==> config.mk <==
export PLATFORM = sky130hd
export DESIGN_NAME = load_store_unit_flat
export DESIGN_NICKNAME = d
export VERILOG_FILES = /design/src/rtl/load_store_unit_if.sv /design/src/rtl/load_store_unit.sv /design/src/flat_wrapper.sv
export SDC_FILE = /design/constraint.sdc
export NUM_CORES = 1
export LEC_CHECK = 0
export CORE_MARGIN = 2
export CORE_UTILIZATION = 45
export DETAILED_ROUTE_END_ITERATION = 8
export PLACE_DENSITY = 0.82
export REMOVE_ABC_BUFFERS = 1
export SYNTH_ARGS = -nofsm -noshare
export SYNTH_HDL_FRONTEND = slang
export SYNTH_SLANG_ARGS = --single-unit
==> constraint.sdc <==
create_clock -name clk -period 7.5 [get_ports clk]
set_input_delay 1.125 -clock clk [delete_from_list [all_inputs] [get_ports clk]]
set_output_delay 1.125 -clock clk [all_outputs]
set_load 0.02 [all_outputs]
==> src/rtl/load_store_unit_if.sv <==
// Request/response and dataMemory bundle for load_store_unit.
// slave is the LSU side; master is the datapath/memory environment side.
interface load_store_unit_if;
  logic        start;
  logic [2:0]  op;
  logic [31:0] addr;
  logic [31:0] storeData;
  logic [31:0] loadData;
  logic        done;
  logic        busy;
  logic        misaligned;
  logic [31:0] memAddress;
  logic [31:0] memDataOut;
  logic [31:0] memDataIn;
  logic        memRead;
  logic        memWrite;

  modport slave (
    input  start, op, addr, storeData, memDataIn,
    output loadData, done, busy, misaligned, memAddress, memDataOut, memRead, memWrite
  );

  modport master (
    output start, op, addr, storeData, memDataIn,
    input  loadData, done, busy, misaligned, memAddress, memDataOut, memRead, memWrite
  );
endinterface

==> src/rtl/load_store_unit.sv <==
// Multicycle byte-addressed load/store sequencer in front of a word-indexed dataMemory.
// Define LSU_MISALIGN_CHECK_EN to abort misaligned word/halfword requests.
module load_store_unit #(
  parameter bit BIG_ENDIAN = 1'b1
) (
  input logic              clk,
  input logic              reset,
  load_store_unit_if.slave bus
);
  localparam logic [2:0] OpLw  = 3'd0;
  localparam logic [2:0] OpLh  = 3'd1;
  localparam logic [2:0] OpLhu = 3'd2;
  localparam logic [2:0] OpLb  = 3'd3;
  localparam logic [2:0] OpLbu = 3'd4;
  localparam logic [2:0] OpSw  = 3'd5;
  localparam logic [2:0] OpSh  = 3'd6;
  localparam logic [2:0] OpSb  = 3'd7;

  typedef enum logic [1:0] {StIdle, StRead, StWrite, StDone} state_e;

  state_e      state_q, state_d;
  logic [2:0]  op_q;
  logic [31:0] addr_q;
  logic [31:0] sdata_q;
  logic [31:0] wdata_q;
  logic [31:0] load_q;
  logic        accept;
  logic        req_mis;
  logic        sub_store;
  logic [1:0]  byte_idx;
  logic        half_idx;
  logic [7:0]  rd_byte;
  logic [15:0] rd_half;
  logic [31:0] load_ext;
  logic [31:0] merged;

  assign accept    = (state_q == StIdle) && bus.start;
  assign sub_store = (op_q == OpSh) || (op_q == OpSb);

`ifdef LSU_MISALIGN_CHECK_EN
  logic mis_q;

  always_comb begin
    req_mis = 1'b0;
    case (bus.op)
      OpLw, OpSw:        req_mis = |bus.addr[1:0];
      OpLh, OpLhu, OpSh: req_mis = bus.addr[0];
      default:           req_mis = 1'b0;
    endcase
  end

  always_ff @(posedge clk) begin
    if (reset) begin
      mis_q <= 1'b0;
    end else if (accept) begin
      mis_q <= req_mis;
    end
  end

  assign bus.misaligned = (state_q == StDone) && mis_q;
`else
  assign req_mis        = 1'b0;
  assign bus.misaligned = 1'b0;
`endif

  always_comb begin
    state_d = state_q;
    unique case (state_q)
      StIdle: begin
        if (bus.start) begin
          if (req_mis)             state_d = StDone;
          else if (bus.op == OpSw) state_d = StWrite;
          else                     state_d = StRead;
        end
      end
      StRead:  state_d = sub_store ? StWrite : StDone;
      StWrite: state_d = StDone;
      StDone:  state_d = StIdle;
      default: state_d = StIdle;
    endcase
  end

  // Byte offset 0 sits in the top lane when big-endian.
  assign byte_idx = BIG_ENDIAN ? ~addr_q[1:0] : addr_q[1:0];
  assign half_idx = BIG_ENDIAN ? ~addr_q[1] : addr_q[1];
  assign rd_byte  = bus.memDataIn[{byte_idx, 3'b000} +: 8];
  assign rd_half  = bus.memDataIn[{half_idx, 4'b0000} +: 16];

  always_comb begin
    load_ext = bus.memDataIn;
    case (op_q)
      OpLh:    load_ext = {{16{rd_half[15]}}, rd_half};
      OpLhu:   load_ext = {16'h0000, rd_half};
      OpLb:    load_ext = {{24{rd_byte[7]}}, rd_byte};
      OpLbu:   load_ext = {24'h000000, rd_byte};
      default: load_ext = bus.memDataIn;
    endcase
  end

  always_comb begin
    merged = bus.memDataIn;
    if (op_q == OpSh) begin
      merged[{half_idx, 4'b0000} +: 16] = sdata_q[15:0];
    end else begin
      merged[{byte_idx, 3'b000} +: 8] = sdata_q[7:0];
    end
  end

  always_ff @(posedge clk) begin
    if (reset) begin
      state_q <= StIdle;
      op_q    <= '0;
      addr_q  <= '0;
      sdata_q <= '0;
      wdata_q <= '0;
      load_q  <= '0;
    end else begin
      state_q <= state_d;
      if (accept) begin
        op_q    <= bus.op;
        addr_q  <= bus.addr;
        sdata_q <= bus.storeData;
        if (bus.op == OpSw) begin
          wdata_q <= bus.storeData;
        end
      end
      if (state_q == StRead) begin
        if (sub_store) begin
          wdata_q <= merged;
        end else begin
          load_q <= load_ext;
        end
      end
    end
  end

  assign bus.done       = (state_q == StDone);
  assign bus.busy       = (state_q != StIdle);
  assign bus.memRead    = (state_q == StRead) && !reset;
  assign bus.memWrite   = (state_q == StWrite) && !reset;
  assign bus.memAddress = {2'b00, addr_q[31:2]};
  assign bus.memDataOut = wdata_q;
  assign bus.loadData   = load_q;
endmodule

==> src/flat_wrapper.sv <==
// flat-port wrapper written by rule: the top's interface ports become plain ports
module load_store_unit_flat 
#(
  parameter bit BIG_ENDIAN = 1'b1
)
  (clk, reset, bus_start, bus_op, bus_addr, bus_storeData, bus_memDataIn, bus_loadData, bus_done, bus_busy, bus_misaligned, bus_memAddress, bus_memDataOut, bus_memRead, bus_memWrite);
  load_store_unit_if bus_i ();
  input logic clk;
  input logic reset;
  input wire logic [$bits(bus_i.start)-1:0] bus_start;
  input wire logic [$bits(bus_i.op)-1:0] bus_op;
  input wire logic [$bits(bus_i.addr)-1:0] bus_addr;
  input wire logic [$bits(bus_i.storeData)-1:0] bus_storeData;
  input wire logic [$bits(bus_i.memDataIn)-1:0] bus_memDataIn;
  output wire logic [$bits(bus_i.loadData)-1:0] bus_loadData;
  output wire logic [$bits(bus_i.done)-1:0] bus_done;
  output wire logic [$bits(bus_i.busy)-1:0] bus_busy;
  output wire logic [$bits(bus_i.misaligned)-1:0] bus_misaligned;
  output wire logic [$bits(bus_i.memAddress)-1:0] bus_memAddress;
  output wire logic [$bits(bus_i.memDataOut)-1:0] bus_memDataOut;
  output wire logic [$bits(bus_i.memRead)-1:0] bus_memRead;
  output wire logic [$bits(bus_i.memWrite)-1:0] bus_memWrite;
  assign bus_i.start = bus_start;
  assign bus_i.op = bus_op;
  assign bus_i.addr = bus_addr;
  assign bus_i.storeData = bus_storeData;
  assign bus_i.memDataIn = bus_memDataIn;
  assign bus_loadData = bus_i.loadData;
  assign bus_done = bus_i.done;
  assign bus_busy = bus_i.busy;
  assign bus_misaligned = bus_i.misaligned;
  assign bus_memAddress = bus_i.memAddress;
  assign bus_memDataOut = bus_i.memDataOut;
  assign bus_memRead = bus_i.memRead;
  assign bus_memWrite = bus_i.memWrite;
  load_store_unit #(.BIG_ENDIAN(BIG_ENDIAN)) u_core (.clk(clk), .reset(reset), .bus(bus_i));
endmodule
==> out/metrics.cfg <==
[cells_and_area]
design_area_mm2 = 0.008812
final_cell_mix = nand2_1 (222), clkdlybuf4s50_1 (198), dfxtp_1 (116), a21oi_1 (95), o21ai_0 (39)
multi_input_area_mm2 = 0.003545
ff_latch_area_mm2 = 0.002344
n_antenna_cell = 0
fillers = 1180
area_delta_synth_final_pct = 37.05
drive_gt1_share_pct = 7.248
mostFrequentLayoutCell = nand2_1
finalNonFillerCells = 1132
layout.nets = 1051

[routing]
drc = 0
wirelength_um = 19520
postRouteAntennaNets = 0
avgViaCountPerCell = 5.670
drt_iter0_markers = 622
drtPass1Iterations = 6
wl_per_cell_um = 17.24
dr_total_vias = 6419

[sta]
finalMaxSlewViolations = 0
finClkSkew_ns = 0.006806
slew_headroom_pct = 15.38
tightest_slew_ns = 1.265
rsz0062_at_grt = no
finalHoldViolations = 0
finalCritPeriodShare_pct = 50.15
fin_setup_tns_ns = 0
min_period_ns = 3.761
setup_viol_count_final = 0
fmax_mhz = 265.9

[cts]
cts_tree = built
clkLatencyLatePin_ns = 0.42
cts.htree.levels = 4
cts-root-buf = clkbuf_16
cts_max_path_buffers = 2
cts_buffers = 17
post_cts_buffers = 0
cts_resized = 0
cts.hold.buffers_added = 0
cts.sinks = 117
clk_pin_slew_ns = 0.05

[global_route]
grt_pass1_vias = 5994
gr-total-overflow = 0
antenna_found_initial = 0
grt_max_degree = 90
track_usage_pct = 25.85
grt_pass1_wl_um = 30640

[flow_run]
max_cap_viol_count = 0

[floorplan]
die_h_um = 123.5
row_count = 43
initial_core_util_pct = 46.14
die_area_mm2 = 0.01526
die_w_um = 123.5
core_mm2 = 0.01393
pin_count = 203

[synth]
ys.flop_type = dfxtp_1
synth_edf_count = 0
synth_cell_types = 53
ys_ff_latch = 117
avgSynthCellArea_um2 = 7.889
ys_seq_area_share_pct = 36.43
synthArstFlopShare_pct = 0
syn-cell-area_mm2 = 0.006430
ys_warn_count = 0
syn_inst = 815

[critical_path]
required_ns = 6.38
end_kind = output port
path_class = in2out
start_kind = input pin
crit_fanout = 89
arrival_ns = 2.64

[placed_design]
gp_congestion = 0.8441
dp.cells = 1100
port_buffers = 199
dp_hpwl_um = 12910
placed_area_mm2 = 0.008190

[hold_path]
hold_class = reg2reg

[power]
power_leakage_uw = 0.003031
max-vdd-ir-drop_uv = 239.6
fin_total_pwr_uw = 2441
power.density_mw_per_mm2 = 277.0

[outcome]
run_status = finished clean

-- per-stage QoR --
step / setup slack, ns / util (%) / hold slack [ns]
after global placement: 3.494 / 58.78 / 0.4419
after CTS: 3.742 / 63.24 / 0.4550
after global routing: 3.532 / 63.24 / 0.4710
after detailed placement: 3.390 / 58.78 / 0.4476
final: 3.739 / 63.24 / 0.4522
after floorplan: 3.987 / - / 0.4423
-- cell families after synthesis --
group / count (synthesis) / synth area share (%)
AO/OA/AOI/OAI: 246 / 25.20
XOR/XNOR: 2 / 0.2725
adder cells (fa/ha/maj): 11 / 2.102
buffers and inverters: 112 / 8.854
flip-flops: 117 / 36.43
multiplexers: 37 / 6.363
other: 1 / 0.05832
AND/OR/NAND/NOR: 289 / 20.72
-- critical path, cell delays in order --
cell             delay [ns]
buf_2                  0.07
buf_4                  0.71
nor2b_1                0.12
clkdlybuf4s50_1        0.58
-- registers in the layout, summed over array words and instances, names as in the netlist --
signal	flops
u_core.bus.loadData	32
u_core.op_q	3
u_core.addr_q	32
u_core.sdata_q	16
u_core.bus.memDataOut	32
u_core.state_q	2
-- synthesized netlist by cell type (3+ instances only) --
master	number	share of area (%)
mux2i_1	19	3.0
clkbuf_1	53	3.1
mux2_2	15	2.6
a21oi_1	95	7.4
a2bb2oi_1	7	0.95
dfxtp_1	117	36
a221oi_1	16	2.2
nand3b_1	16	1.9
ha_1	10	1.9
buf_4	34	4.0
o21bai_1	7	0.82
a311oi_1	33	4.5
a31oi_1	9	0.88
o211ai_1	16	1.9
inv_1	8	0.47
o221ai_1	7	0.95
nor2b_1	4	0.39
buf_2	11	0.86
a41oi_1	7	0.95
nand2_1	223	13
nand2b_1	19	1.8
o21ai_0	39	3.0
nor2_1	3	0.18
nand4bb_1	10	1.8
buf_1	5	0.29
-- worst paths after layout --
path                                       from                              endpoint  slack (ns)  depth (start not counted)
setup / recovery                          reset                           bus_memRead        3.74                          4
hold / removal    u_core.addr_q[5]$_SDFFE_PP0N_         u_core.addr_q[5]$_SDFFE_PP0N_        0.45                          2
setup reg to reg  u_core.addr_q[1]$_SDFFE_PP0N_  u_core.bus.memDataOut[17]$_SDFF_PP0_        4.27                          7
hold reg to reg   u_core.addr_q[5]$_SDFFE_PP0N_         u_core.addr_q[5]$_SDFFE_PP0N_        0.45                          2
-- final cells by class --
cell class	instances	share of cell area, %
clock buffer	24	5.694
multi-input combinational	588	40.22
sequential	117	26.59
timing repair buffer	207	23.23
clock inverter	8	1.363
tap	180	2.556
inverter	8	0.3408
-- layer usage --
layer | wire length, um | GRT usage, %
met5 | 0 | 0
met3 | 1728 | 7.196
met2 | 8990 | 40.28
met4 | 379 | 9.020
met1 | 8421 | 34.28
-- where the power goes --
| part | switching [uW] | total (uW) | leakage (uW) | internal [uW] |
|---|---|---|---|---|
| registers | 68.6 | 790 | 0.000957 | 721 |
| clock network | 285 | 849 | 0.000302 | 564 |
| logic | 449 | 802 | 0.00177 | 353 |
Power figures use the tool's default switching activity.
